==> config.mk <==
export PLATFORM = sky130hd
export DESIGN_NAME = crc_stream_engine_flat
export DESIGN_NICKNAME = d
export VERILOG_FILES = /design/src/rtl/crc_stream_engine_pkg.sv /design/src/rtl/crc_stream_engine_if.sv /design/src/rtl/crc_stream_engine_byte_step.sv /design/src/rtl/crc_stream_engine.sv /design/src/flat_wrapper.sv
export SDC_FILE = /design/constraint.sdc
export NUM_CORES = 1
export LEC_CHECK = 0
export CORE_ASPECT_RATIO = 1.5
export CORE_UTILIZATION = 35
export DETAILED_ROUTE_END_ITERATION = 16
export GPL_TIMING_DRIVEN = 0
export PLACE_DENSITY = 0.65
export SLEW_MARGIN = 20
export SYNTH_ARGS = -nofsm -noshare
export SYNTH_HDL_FRONTEND = slang
export SYNTH_SLANG_ARGS = --single-unit
export TNS_END_PERCENT = 5
==> constraint.sdc <==
create_clock -name clk -period 5 [get_ports clk]
set_clock_uncertainty 0.15 [all_clocks]
set_input_delay 1 -clock clk [delete_from_list [all_inputs] [get_ports clk]]
set_output_delay 1 -clock clk [all_outputs]
set_load 0.01 [all_outputs]
==> src/rtl/crc_stream_engine_pkg.sv <==
// Shared types, CRC preset constants and bit-reversal helper for the streaming CRC engine.
package crc_stream_engine_pkg;

   typedef enum logic [1:0] {
      ST_IDLE = 2'd0,
      ST_BUSY = 2'd1,
      ST_HOLD = 2'd2
   } crc_state_e;

   typedef struct packed {
      logic [5:0]  width;
      logic [31:0] poly;
      logic [31:0] init;
      logic [31:0] xorout;
      logic        refin;
      logic        refout;
      logic [31:0] residue;
   } crc_preset_t;

   localparam crc_preset_t CRC32_ETH = '{
      width: 6'd32, poly: 32'h04C11DB7, init: 32'hFFFFFFFF, xorout: 32'hFFFFFFFF,
      refin: 1'b1, refout: 1'b1, residue: 32'hC704DD7B};

   localparam crc_preset_t CRC16_CCITT_FALSE = '{
      width: 6'd16, poly: 32'h00001021, init: 32'h0000FFFF, xorout: 32'h00000000,
      refin: 1'b0, refout: 1'b0, residue: 32'h00000000};

   localparam crc_preset_t CRC16_IBM = '{
      width: 6'd16, poly: 32'h00008005, init: 32'h00000000, xorout: 32'h00000000,
      refin: 1'b1, refout: 1'b1, residue: 32'h00000000};

   localparam crc_preset_t CRC8 = '{
      width: 6'd8, poly: 32'h00000007, init: 32'h00000000, xorout: 32'h00000000,
      refin: 1'b0, refout: 1'b0, residue: 32'h00000000};

   // Reverses the low 'width' bits of value; bits above width come back as zero.
   function automatic logic [31:0] bitrev(input logic [31:0] value, input int width);
      logic [31:0] r;
      r = '0;
      for (int i = 0; i < 32; i++) begin
         if (i < width) begin
            r[i] = value[width-1-i];
         end
      end
      return r;
   endfunction

endpackage

==> src/rtl/crc_stream_engine_if.sv <==
// Beat input / result output handshake bundle for the streaming CRC engine.
interface crc_stream_engine_if #(
   parameter int DATA_W = 32,
   parameter int CRC_W  = 32
);
   logic                s_valid;
   logic                s_ready;
   logic [DATA_W-1:0]   s_data;
   logic [DATA_W/8-1:0] s_keep;
   logic                s_last;
   logic                m_valid;
   logic                m_ready;
   logic [CRC_W-1:0]    m_crc;
   logic                m_ok;

   modport master (
      output s_valid, s_data, s_keep, s_last, m_ready,
      input  s_ready, m_valid, m_crc, m_ok
   );

   modport slave (
      input  s_valid, s_data, s_keep, s_last, m_ready,
      output s_ready, m_valid, m_crc, m_ok
   );
endinterface

==> src/rtl/crc_stream_engine_byte_step.sv <==
// One byte of CRC update on a normal-form (MSB-first) register, purely combinational.
module crc_byte_step #(
   parameter int          CRC_W = 32,
   parameter logic [31:0] POLY  = 32'h04C11DB7,
   parameter bit          REFIN = 1'b1
) (
   input  logic [CRC_W-1:0] crc_in,
   input  logic [7:0]       data_in,
   output logic [CRC_W-1:0] crc_out
);
   localparam logic [CRC_W-1:0] POLY_V = POLY[CRC_W-1:0];

   // Shift eight data bits through the LFSR, LSB first when input is reflected.
   always_comb begin
      logic [CRC_W-1:0] c;
      logic             din;
      logic             fb;
      c = crc_in;
      for (int i = 0; i < 8; i++) begin
         din = REFIN ? data_in[i] : data_in[7-i];
         fb  = c[CRC_W-1] ^ din;
         c   = {c[CRC_W-2:0], 1'b0} ^ (fb ? POLY_V : '0);
      end
      crc_out = c;
   end
endmodule

==> src/rtl/crc_stream_engine.sv <==
// Streaming CRC generator/checker: byte-lane chain, frame FSM, result register and handshake.
module crc_stream_engine
   import crc_stream_engine_pkg::*;
#(
   parameter int          CRC_W   = 32,
   parameter logic [31:0] POLY    = CRC32_ETH.poly,
   parameter logic [31:0] INIT    = CRC32_ETH.init,
   parameter logic [31:0] XOROUT  = CRC32_ETH.xorout,
   parameter bit          REFIN   = 1'b1,
   parameter bit          REFOUT  = 1'b1,
   parameter logic [31:0] RESIDUE = CRC32_ETH.residue,
   parameter int          DATA_W  = 32
) (
   input  logic clk,
   input  logic rst,
   input  logic clr,
   crc_stream_engine_if.slave bus
);
   localparam int LANES = DATA_W / 8;
   localparam int CNT_W = $clog2(LANES + 1);
   localparam logic [CRC_W-1:0] INIT_V    = INIT[CRC_W-1:0];
   localparam logic [CRC_W-1:0] XOROUT_V  = XOROUT[CRC_W-1:0];
   localparam logic [CRC_W-1:0] RESIDUE_V = RESIDUE[CRC_W-1:0];

   crc_state_e state_q, state_d;
   logic [CRC_W-1:0] crc_reg;
   logic [CRC_W-1:0] m_crc_q;
   logic             m_ok_q;
   logic [LANES:0][CRC_W-1:0] taps;
   logic [CNT_W-1:0] keep_cnt;
   logic [CRC_W-1:0] frame_crc;
   logic [CRC_W-1:0] out_crc;
   logic             hold;
   logic             ready;
   logic             accept;
   logic             take;

   assign hold   = (state_q == ST_HOLD);
   assign ready  = !hold || bus.m_ready;
   assign accept = bus.s_valid && ready && !clr;
   assign take   = hold && bus.m_ready;

   assign bus.s_ready = ready;
   assign bus.m_valid = hold;
   assign bus.m_crc   = m_crc_q;
   assign bus.m_ok    = m_ok_q;

   assign taps[0] = crc_reg;

   for (genvar k = 0; k < LANES; k++) begin : g_lane
      crc_byte_step #(
         .CRC_W (CRC_W),
         .POLY  (POLY),
         .REFIN (REFIN)
      ) u_step (
         .crc_in  (taps[k]),
         .data_in (bus.s_data[8*k +: 8]),
         .crc_out (taps[k+1])
      );
   end

   // Kept lanes are contiguous from lane 0, so their count selects the chain tap.
   always_comb begin
      keep_cnt = '0;
      for (int i = 0; i < LANES; i++) begin
         if (bus.s_keep[i]) begin
            keep_cnt = keep_cnt + CNT_W'(1);
         end
      end
   end

   // Non-last beats use every lane; the last beat stops at the kept-lane tap.
   always_comb begin
      frame_crc = taps[LANES];
      if (bus.s_last) begin
         frame_crc = taps[keep_cnt];
      end
   end

   // Presentation form of the finished register: optional reversal, then final XOR.
   always_comb begin
      logic [31:0] ext;
      ext = '0;
      ext[CRC_W-1:0] = frame_crc;
      if (REFOUT) begin
         ext = bitrev(ext, CRC_W);
      end
      out_crc = ext[CRC_W-1:0] ^ XOROUT_V;
   end

   // Frame FSM next state; a result being taken can coincide with the next frame starting.
   always_comb begin
      state_d = state_q;
      case (state_q)
         ST_IDLE: begin
            if (accept) begin
               state_d = bus.s_last ? ST_HOLD : ST_BUSY;
            end
         end
         ST_BUSY: begin
            if (accept && bus.s_last) begin
               state_d = ST_HOLD;
            end
         end
         ST_HOLD: begin
            if (take) begin
               if (accept) begin
                  state_d = bus.s_last ? ST_HOLD : ST_BUSY;
               end else begin
                  state_d = ST_IDLE;
               end
            end
         end
         default: state_d = ST_IDLE;
      endcase
      if (clr) begin
         state_d = ST_IDLE;
      end
   end

   // State register.
   always_ff @(posedge clk) begin
      if (rst) begin
         state_q <= ST_IDLE;
      end else begin
         state_q <= state_d;
      end
   end

   // Running CRC register; reloads on frame end so the next frame can follow immediately.
   always_ff @(posedge clk) begin
      if (rst || clr) begin
         crc_reg <= INIT_V;
      end else if (accept) begin
         crc_reg <= bus.s_last ? INIT_V : frame_crc;
      end
   end

   // Result register captured on the last beat and held until replaced.
   always_ff @(posedge clk) begin
      if (rst) begin
         m_crc_q <= '0;
         m_ok_q  <= 1'b0;
      end else if (accept && bus.s_last) begin
         m_crc_q <= out_crc;
         m_ok_q  <= (frame_crc == RESIDUE_V);
      end
   end
endmodule

==> src/flat_wrapper.sv <==
// flat-port wrapper written by rule: the top's interface ports become plain ports
module crc_stream_engine_flat import crc_stream_engine_pkg::*;
#(
   parameter int          CRC_W   = 32,
   parameter logic [31:0] POLY    = CRC32_ETH.poly,
   parameter logic [31:0] INIT    = CRC32_ETH.init,
   parameter logic [31:0] XOROUT  = CRC32_ETH.xorout,
   parameter bit          REFIN   = 1'b1,
   parameter bit          REFOUT  = 1'b1,
   parameter logic [31:0] RESIDUE = CRC32_ETH.residue,
   parameter int          DATA_W  = 32
)
  (clk, rst, clr, bus_s_valid, bus_s_data, bus_s_keep, bus_s_last, bus_m_ready, bus_s_ready, bus_m_valid, bus_m_crc, bus_m_ok);
  crc_stream_engine_if #(.DATA_W(DATA_W), .CRC_W(CRC_W)) bus_i ();
  input  logic clk;
  input  logic rst;
  input  logic clr;
  input wire logic [$bits(bus_i.s_valid)-1:0] bus_s_valid;
  input wire logic [$bits(bus_i.s_data)-1:0] bus_s_data;
  input wire logic [$bits(bus_i.s_keep)-1:0] bus_s_keep;
  input wire logic [$bits(bus_i.s_last)-1:0] bus_s_last;
  input wire logic [$bits(bus_i.m_ready)-1:0] bus_m_ready;
  output wire logic [$bits(bus_i.s_ready)-1:0] bus_s_ready;
  output wire logic [$bits(bus_i.m_valid)-1:0] bus_m_valid;
  output wire logic [$bits(bus_i.m_crc)-1:0] bus_m_crc;
  output wire logic [$bits(bus_i.m_ok)-1:0] bus_m_ok;
  assign bus_i.s_valid = bus_s_valid;
  assign bus_i.s_data = bus_s_data;
  assign bus_i.s_keep = bus_s_keep;
  assign bus_i.s_last = bus_s_last;
  assign bus_i.m_ready = bus_m_ready;
  assign bus_s_ready = bus_i.s_ready;
  assign bus_m_valid = bus_i.m_valid;
  assign bus_m_crc = bus_i.m_crc;
  assign bus_m_ok = bus_i.m_ok;
  crc_stream_engine #(.CRC_W(CRC_W), .POLY(POLY), .INIT(INIT), .XOROUT(XOROUT), .REFIN(REFIN), .REFOUT(REFOUT), .RESIDUE(RESIDUE), .DATA_W(DATA_W)) u_core (.clk(clk), .rst(rst), .clr(clr), .bus(bus_i));
endmodule
* After elaboration in Yosys (flattened, before gate mapping)
Index checks and enable logic that the tools add are counted. W data, S select, Z words.
Word-level totals: bits in registers 67, logic and storage cells 136
Cells by class: $add $sub $neg 3, $lt $le $gt $ge 1, equality and inequality tests 6, multiplexer cells 46, bitwise gates (word level) 65, reduce and logical (&&, ||, !) cells 11
Operator list (count):
- $xor A32 B27 Y32 | 32
- $mux W27 | 32
- $bmux W32 S3 | 1
- $mux W32 | 3
- $eq A32 B32 Y1 const B | 1
- $not A32 Y32 | 1
- $xor A1 B1 Y1 | 32
- $mux W2 | 5
- $mux W3 | 3
- $add A3 B1 Y3 const B | 2
- $pmux W2 S3 | 1
- $logic_and A1 B1 Y1 | 4
- $lt A3 B4 Y1 const B | 1
- $ne A2 B1 Y1 const B | 2
- $reduce_and A3 Y1 | 1
- $add A1 B1 Y2 const B | 1
- $eq A2 B1 Y1 const B | 1
- $eq A2 B2 Y1 const B | 1
- $logic_not A1 Y1 | 2
- $logic_not A2 Y1 | 1
- $logic_or A1 B1 Y1 | 2
- $ne A2 B2 Y1 const B | 1
- $reduce_or A2 Y1 | 1
- $mux W1 | 1

* Logic depth before layout (Yosys ltp)
depth after elaboration 100, mapped depth 15

* Modules after synthesis
A second synthesis with hierarchy kept.
Second synthesis, totals: cells, all modules 811, area, all modules 8375.5 µm²
By module, submodules not included:
- crc_stream_engine | instances 1, cells an instance 555, area an instance 4241.6 µm², sequential area each 1341.3 µm²
- crc_byte_step | instances 4, cells an instance 64, area an instance 1033.5 µm², sequential area each 0.0 µm²

* Worst setup path after synthesis
Ideal clock, no wire load.
path type input to register, start input bus_s_data[4], end register u_core.m_ok_q, in the netlist u_core.bus.m_ok, data arrival time 4644 ps, setup slack 137 ps, stages on the path 12, path buffers 0, path through xnor2_4 > xnor3_1 > xnor2_4 > xnor3_1 > xnor3_2 > xnor3_2 > xor2_2 > xnor2_1 > a32oi_1 > nor4b_1 > nand4_1 > o21ai_1
Between the ends: word-level cells in the longest chain between the ends 42
RTL lines:
- start: declaration | RTL line flat_wrapper.sv:19 | input wire logic [$bits(bus_i.s_data)-1:0] bus_s_data;
- $xor A1 B1 Y1 * | RTL line crc_stream_engine_byte_step.sv:21 | fb = c[CRC_W-1] ^ din;
- $mux W27 * | RTL line crc_stream_engine_byte_step.sv:22 | c = {c[CRC_W-2:0], 1'b0} ^ (fb ? POLY_V : '0);
- $xor A32 B27 Y32 * (4 in series) | RTL line crc_stream_engine_byte_step.sv:22
- $xor A32 B27 Y32 (2 in series) | RTL line crc_stream_engine_byte_step.sv:22
- $xor A1 B1 Y1 / $xor A32 B27 Y32 (equally long branches) | RTL line crc_stream_engine_byte_step.sv:21, crc_stream_engine_byte_step.sv:22
- $mux W27 / $xor A32 B27 Y32 (equally long branches) | RTL line crc_stream_engine_byte_step.sv:22
- $xor A32 B27 Y32 | RTL line crc_stream_engine_byte_step.sv:22
- $xor A32 B27 Y32 / $xor A1 B1 Y1 (equally long branches) | RTL line crc_stream_engine_byte_step.sv:22, crc_stream_engine_byte_step.sv:21
- [22 not listed]
- $xor A32 B27 Y32 | RTL line crc_stream_engine_byte_step.sv:22
- $xor A1 B1 Y1 / $xor A32 B27 Y32 (equally long branches) | RTL line crc_stream_engine_byte_step.sv:21, crc_stream_engine_byte_step.sv:22
- $mux W27 / $xor A32 B27 Y32 (equally long branches) | RTL line crc_stream_engine_byte_step.sv:22
- $xor A32 B27 Y32 | RTL line crc_stream_engine_byte_step.sv:22
- $bmux W32 S3 | RTL line crc_stream_engine.sv:76 | frame_crc = taps[keep_cnt];
- $mux W32 (not written as such) | RTL line crc_stream_engine.sv:76
- $mux W32 * | RTL line crc_stream_engine.sv:75 | if (bus.s_last) begin
- $eq A32 B32 Y1 * | RTL line crc_stream_engine.sv:146 | m_ok_q <= (frame_crc == RESIDUE_V);
- end signal: assignment | RTL line crc_stream_engine.sv:146
- end: declaration | RTL line crc_stream_engine.sv:28 | logic m_ok_q;
Every way passes the cells marked *; elsewhere a longest branch is shown, timed or not. The select of a mux whose other input is x is not followed. A chain may end at the register's enable or synchronous reset.

* Worst setup path after layout
start input bus_s_data[7], end register u_core.m_ok_q, in the netlist u_core.bus.m_ok
Between the ends: word-level cells in the longest chain between the ends 39
RTL lines (RTL line):
- $xor A1 B1 Y1 * | crc_stream_engine_byte_step.sv:21
- $mux W27 * | crc_stream_engine_byte_step.sv:22
- $xor A32 B27 Y32 * | crc_stream_engine_byte_step.sv:22
- $xor A32 B27 Y32 (5 in series) | crc_stream_engine_byte_step.sv:22
- $xor A1 B1 Y1 | crc_stream_engine_byte_step.sv:21
- $mux W27 | crc_stream_engine_byte_step.sv:22
- $xor A32 B27 Y32 (6 in series) | crc_stream_engine_byte_step.sv:22
- $xor A1 B1 Y1 | crc_stream_engine_byte_step.sv:21
- [9 not listed]
- $xor A32 B27 Y32 (6 in series) | crc_stream_engine_byte_step.sv:22
- $xor A1 B1 Y1 | crc_stream_engine_byte_step.sv:21
- $mux W27 | crc_stream_engine_byte_step.sv:22
- $xor A32 B27 Y32 | crc_stream_engine_byte_step.sv:22
- $bmux W32 S3 | crc_stream_engine.sv:76
- $mux W32 (not written as such) | crc_stream_engine.sv:76
- $mux W32 * | crc_stream_engine.sv:75
- $eq A32 B32 Y1 * | crc_stream_engine.sv:146
Marks and branches as above.

==> out/metrics.yaml <==
run_status:
  status: "completed"
global_routing:
  groute.usage.overall_pct: 31.5
  overflow: 0
  grt_pass1_vias: 7846
  antenna_found_initial: 0
  grt_max_degree: 13
  grt_pass1_wl_um: 53500
sta:
  setup_violations: 0
  finalCritPeriodShare_pct: 99.4
  maxSlewViolCount: 0
  period_needed_ns: 4.97
  worst_slew_pin_slew_ns: 0.957
  slew_headroom_pct: 36.1
  max_freq_ghz: 0.201
  hold_viol_final: 0
yosys:
  synth-seq-cells: 67
  synth_ff_type: "dfxtp_1"
  synth_compound_area_share_pct: 16.4
  synth_cells: 814
  ys_seq_area_share_pct: 16.5
  synth_area_um2: 8140
  netlist-cell-type-count: 57
  yosys-top-cells-area: "xnor2_1 (18%), xnor3_1 (17%), dfxtp_1 (16%)"
  synth_top_area_share_pct: 18.3
  synth-simple-area-share_pct: 7.44
  synth_top_family_by_area: "XOR/XNOR gates"
  yosys.area_share.adder_pct: 0.461
  muxShareOfSynthArea_pct: 0.907
  synth_area_per_cell_um2: 10.0
  yosys.area.top_type: "xnor2_1"
  synth-edff-count: 0
  mappedNetlistNets: 859
  ys.warnings.count: 0
  ys_top_cells_by_count: "xnor2_1 (170), nand2_1 (88), a21oi_1 (68), dfxtp_1 (67), xor2_1 (64)"
  synth_xor_area_share_pct: 55.5
  ys_async_sr_fraction_pct: 0
  synth.most_common_cell: "xnor2_1"
worst_setup_path:
  regToRegEndpoint: "u_core.bus.m_ok$_SDFFE_PP0P_"
  crit_path_max_incr_delay_ns: 0.56
  critPathKind: "in2reg"
  critical-path-slowest-cell: "or4_4"
  rrSetupSlack_ns: 0.32
  start_kind: "input pin"
  endpoint_kind: "flip-flop"
  arrival_ns: 5.08
  cp.required_ns: 5.11
  rr_worst_depth: 16
  rr_startpoint: "u_core.crc_reg[28]$_SDFFE_PP1P_"
  path_cells: "dlygate4sd2_1 -> xnor2_4 -> buf_12 -> buf_12 -> xnor2_4 -> buf_4 -> buf_6 -> xnor2_2 -> xnor3_2 -> xnor3_2 -> xor2_1 -> xnor2_2 -> a32oi_2 -> or4_4 -> nor4_4 -> nand4_1 -> o21ai_1"
  crit_fanout: 7
job:
  cap_violations: 0
clock_network:
  clk_latency_ns: 0.33
  h-tree-depth: 3
  cts_root_buf: "clkbuf_16"
  cts_max_path_buffers: 2
  cts_tree: "yes"
  cts.reportedPaths.clkPinSlew_ns: 0.05
  cts_buffers: 9
  cts.sinks: 67
placed_design:
  gp_congestion: 0.994
  dp_hpwl_um: 27500
  port_buffers: 72
floorplan:
  chipHeight_um: 189
  die-area_um2: 23900
  core.rowCount: 68
  num_io_pins: 77
  die_w_um: 127
  fp.coreArea_um2: 22900
  start_util_pct: 35.6
routing:
  route.detailed.drc: 0
  dr.pass1.iters: 5
  topRoutingLayerUsed: "met4"
  drt_iter0_drc: 517
  viasPerCell: 5.71
  wl_per_cell_um: 27.9
  wl_met1_um: 13500
  route.vias.total: 7703
  wirelength_um: 37700
  ant_nets: 0
  wl_met3_um: 1820
  wl_met2_um: 18100
final_layout:
  areaGrowthSynthToFinish_pct: 51.7
  nNetsFinal: 1111
  layout-drive-gt1-share_pct: 35.0
  diodes: 0
  fin_util_pct: 54.0
min_path:
  min_to: "u_core.bus.m_crc[15]$_SDFFE_PP0P_"
  hp-start: "u_core.bus.m_crc[15]$_SDFFE_PP0P_"
  hold_class: "reg2reg"
  min_path_cells: 2
[worst max path at each step]
stage | from | end | slack [ns] | depth (start not counted)
after floorplan | bus_s_data[4] | u_core.bus.m_ok$_SDFFE_PP0P_ | 0.14 | 12
after global placement | bus_s_data[5] | u_core.bus.m_ok$_SDFFE_PP0P_ | -1.83 | 13
after detailed placement | bus_s_data[3] | u_core.bus.m_ok$_SDFFE_PP0P_ | -1.79 | 13
after CTS | bus_s_data[7] | u_core.bus.m_ok$_SDFFE_PP0P_ | 0.003 | 19
after global routing | bus_s_data[13] | u_core.bus.m_ok$_SDFFE_PP0P_ | -0.04 | 14
final | bus_s_data[7] | u_core.bus.m_ok$_SDFFE_PP0P_ | 0.03 | 17
[cell families after synthesis]
kind of cell / count (synthesis)
AND/OR/NAND/NOR: 142
flip-flops: 67
multiplexers: 6
buffers and inverters: 57
AO/OA/AOI/OAI: 193
adder cells (fa/ha/maj): 3
XOR/XNOR: 346
[cell usage in the layout, fill, tap and decap left out, types with 4 or more instances in the layout]
cell type,instances
buf_4,141
xnor2_1,120
nand2_1,88
dfxtp_1,67
a21oi_1,66
clkdlybuf4s50_1,61
xor2_1,41
xnor2_4,41
xnor3_2,41
clkbuf_1,34
xnor2_2,32
a221o_1,32
nor2_1,29
xnor3_1,25
buf_12,23
o21ai_0,21
o211ai_1,20
xor2_4,18
clkbuf_2,14
xor2_2,14
clkbuf_16,9
xor3_1,8
a211oi_1,8
buf_6,7
dlygate4sd2_1,7
inv_1,6
xor3_2,6
a32oi_2,6
o221ai_1,5
a32oi_1,5
mux2i_1,4
a22oi_1,4
[worst max-delay path: cells and delay by family]
family,cells,cell delay (ns)
xor gates and xnor gates,7,2.01
and+or+nand+nor,3,0.88
buffers and inverters,5,0.92
AOI/OAI and AO/OA,2,0.27
[timing repair]
item / in CTS / in global routing
resized for setup: 173 / 55
hold buffers: 0 / 0
gates cloned: 0 / 0
setup buffers: 123 / 47
pin swaps: 85 / 41
setup endpoints to repair: 64 / 9
[metrics by stage]
| step | worst slack (ns) | std cells | instance area, um2 | hold slack [ns] | TNS [ns] |
|---|---|---|---|---|---|
| final | 0.0295 | 1350 | 12400 | 0.308 | 0 |
| after CTS | 0.00288 | 1304 | 11700 | 0.309 | 0 |
| after global routing | -0.0447 | 1350 | 12400 | 0.333 | -0.0447 |
| after floorplan | 0.137 | 814 | 8140 | 0.316 | 0 |
| after global placement | -1.83 | 1166 | 9210 | 0.299 | -59.64 |
| after detailed placement | -1.79 | 1166 | 9210 | 0.295 | -59.29 |
[cell type report]
type,instances,area (um2)
Clock inverter,6,67.6
Buffer,50,218
Inverter,6,22.5
Fill cell,1969,10500
Multi-Input combinational cell,690,7850
Timing Repair Buffer,242,2280
Tap cell,280,350
Clock buffer,9,225
Sequential cell,67,1340
[per-layer routing]
layer	GRT usage (%)	vias to the layer above
met5	0	-
met4	28.1	0
met3	2.95	173
met2	53.8	422
met1	34.7	3728
li1	-	3380
Power is left out: the tool's default activity adds up to more than one toggle a clock period on the data nets, which glitch-free logic cannot reach.
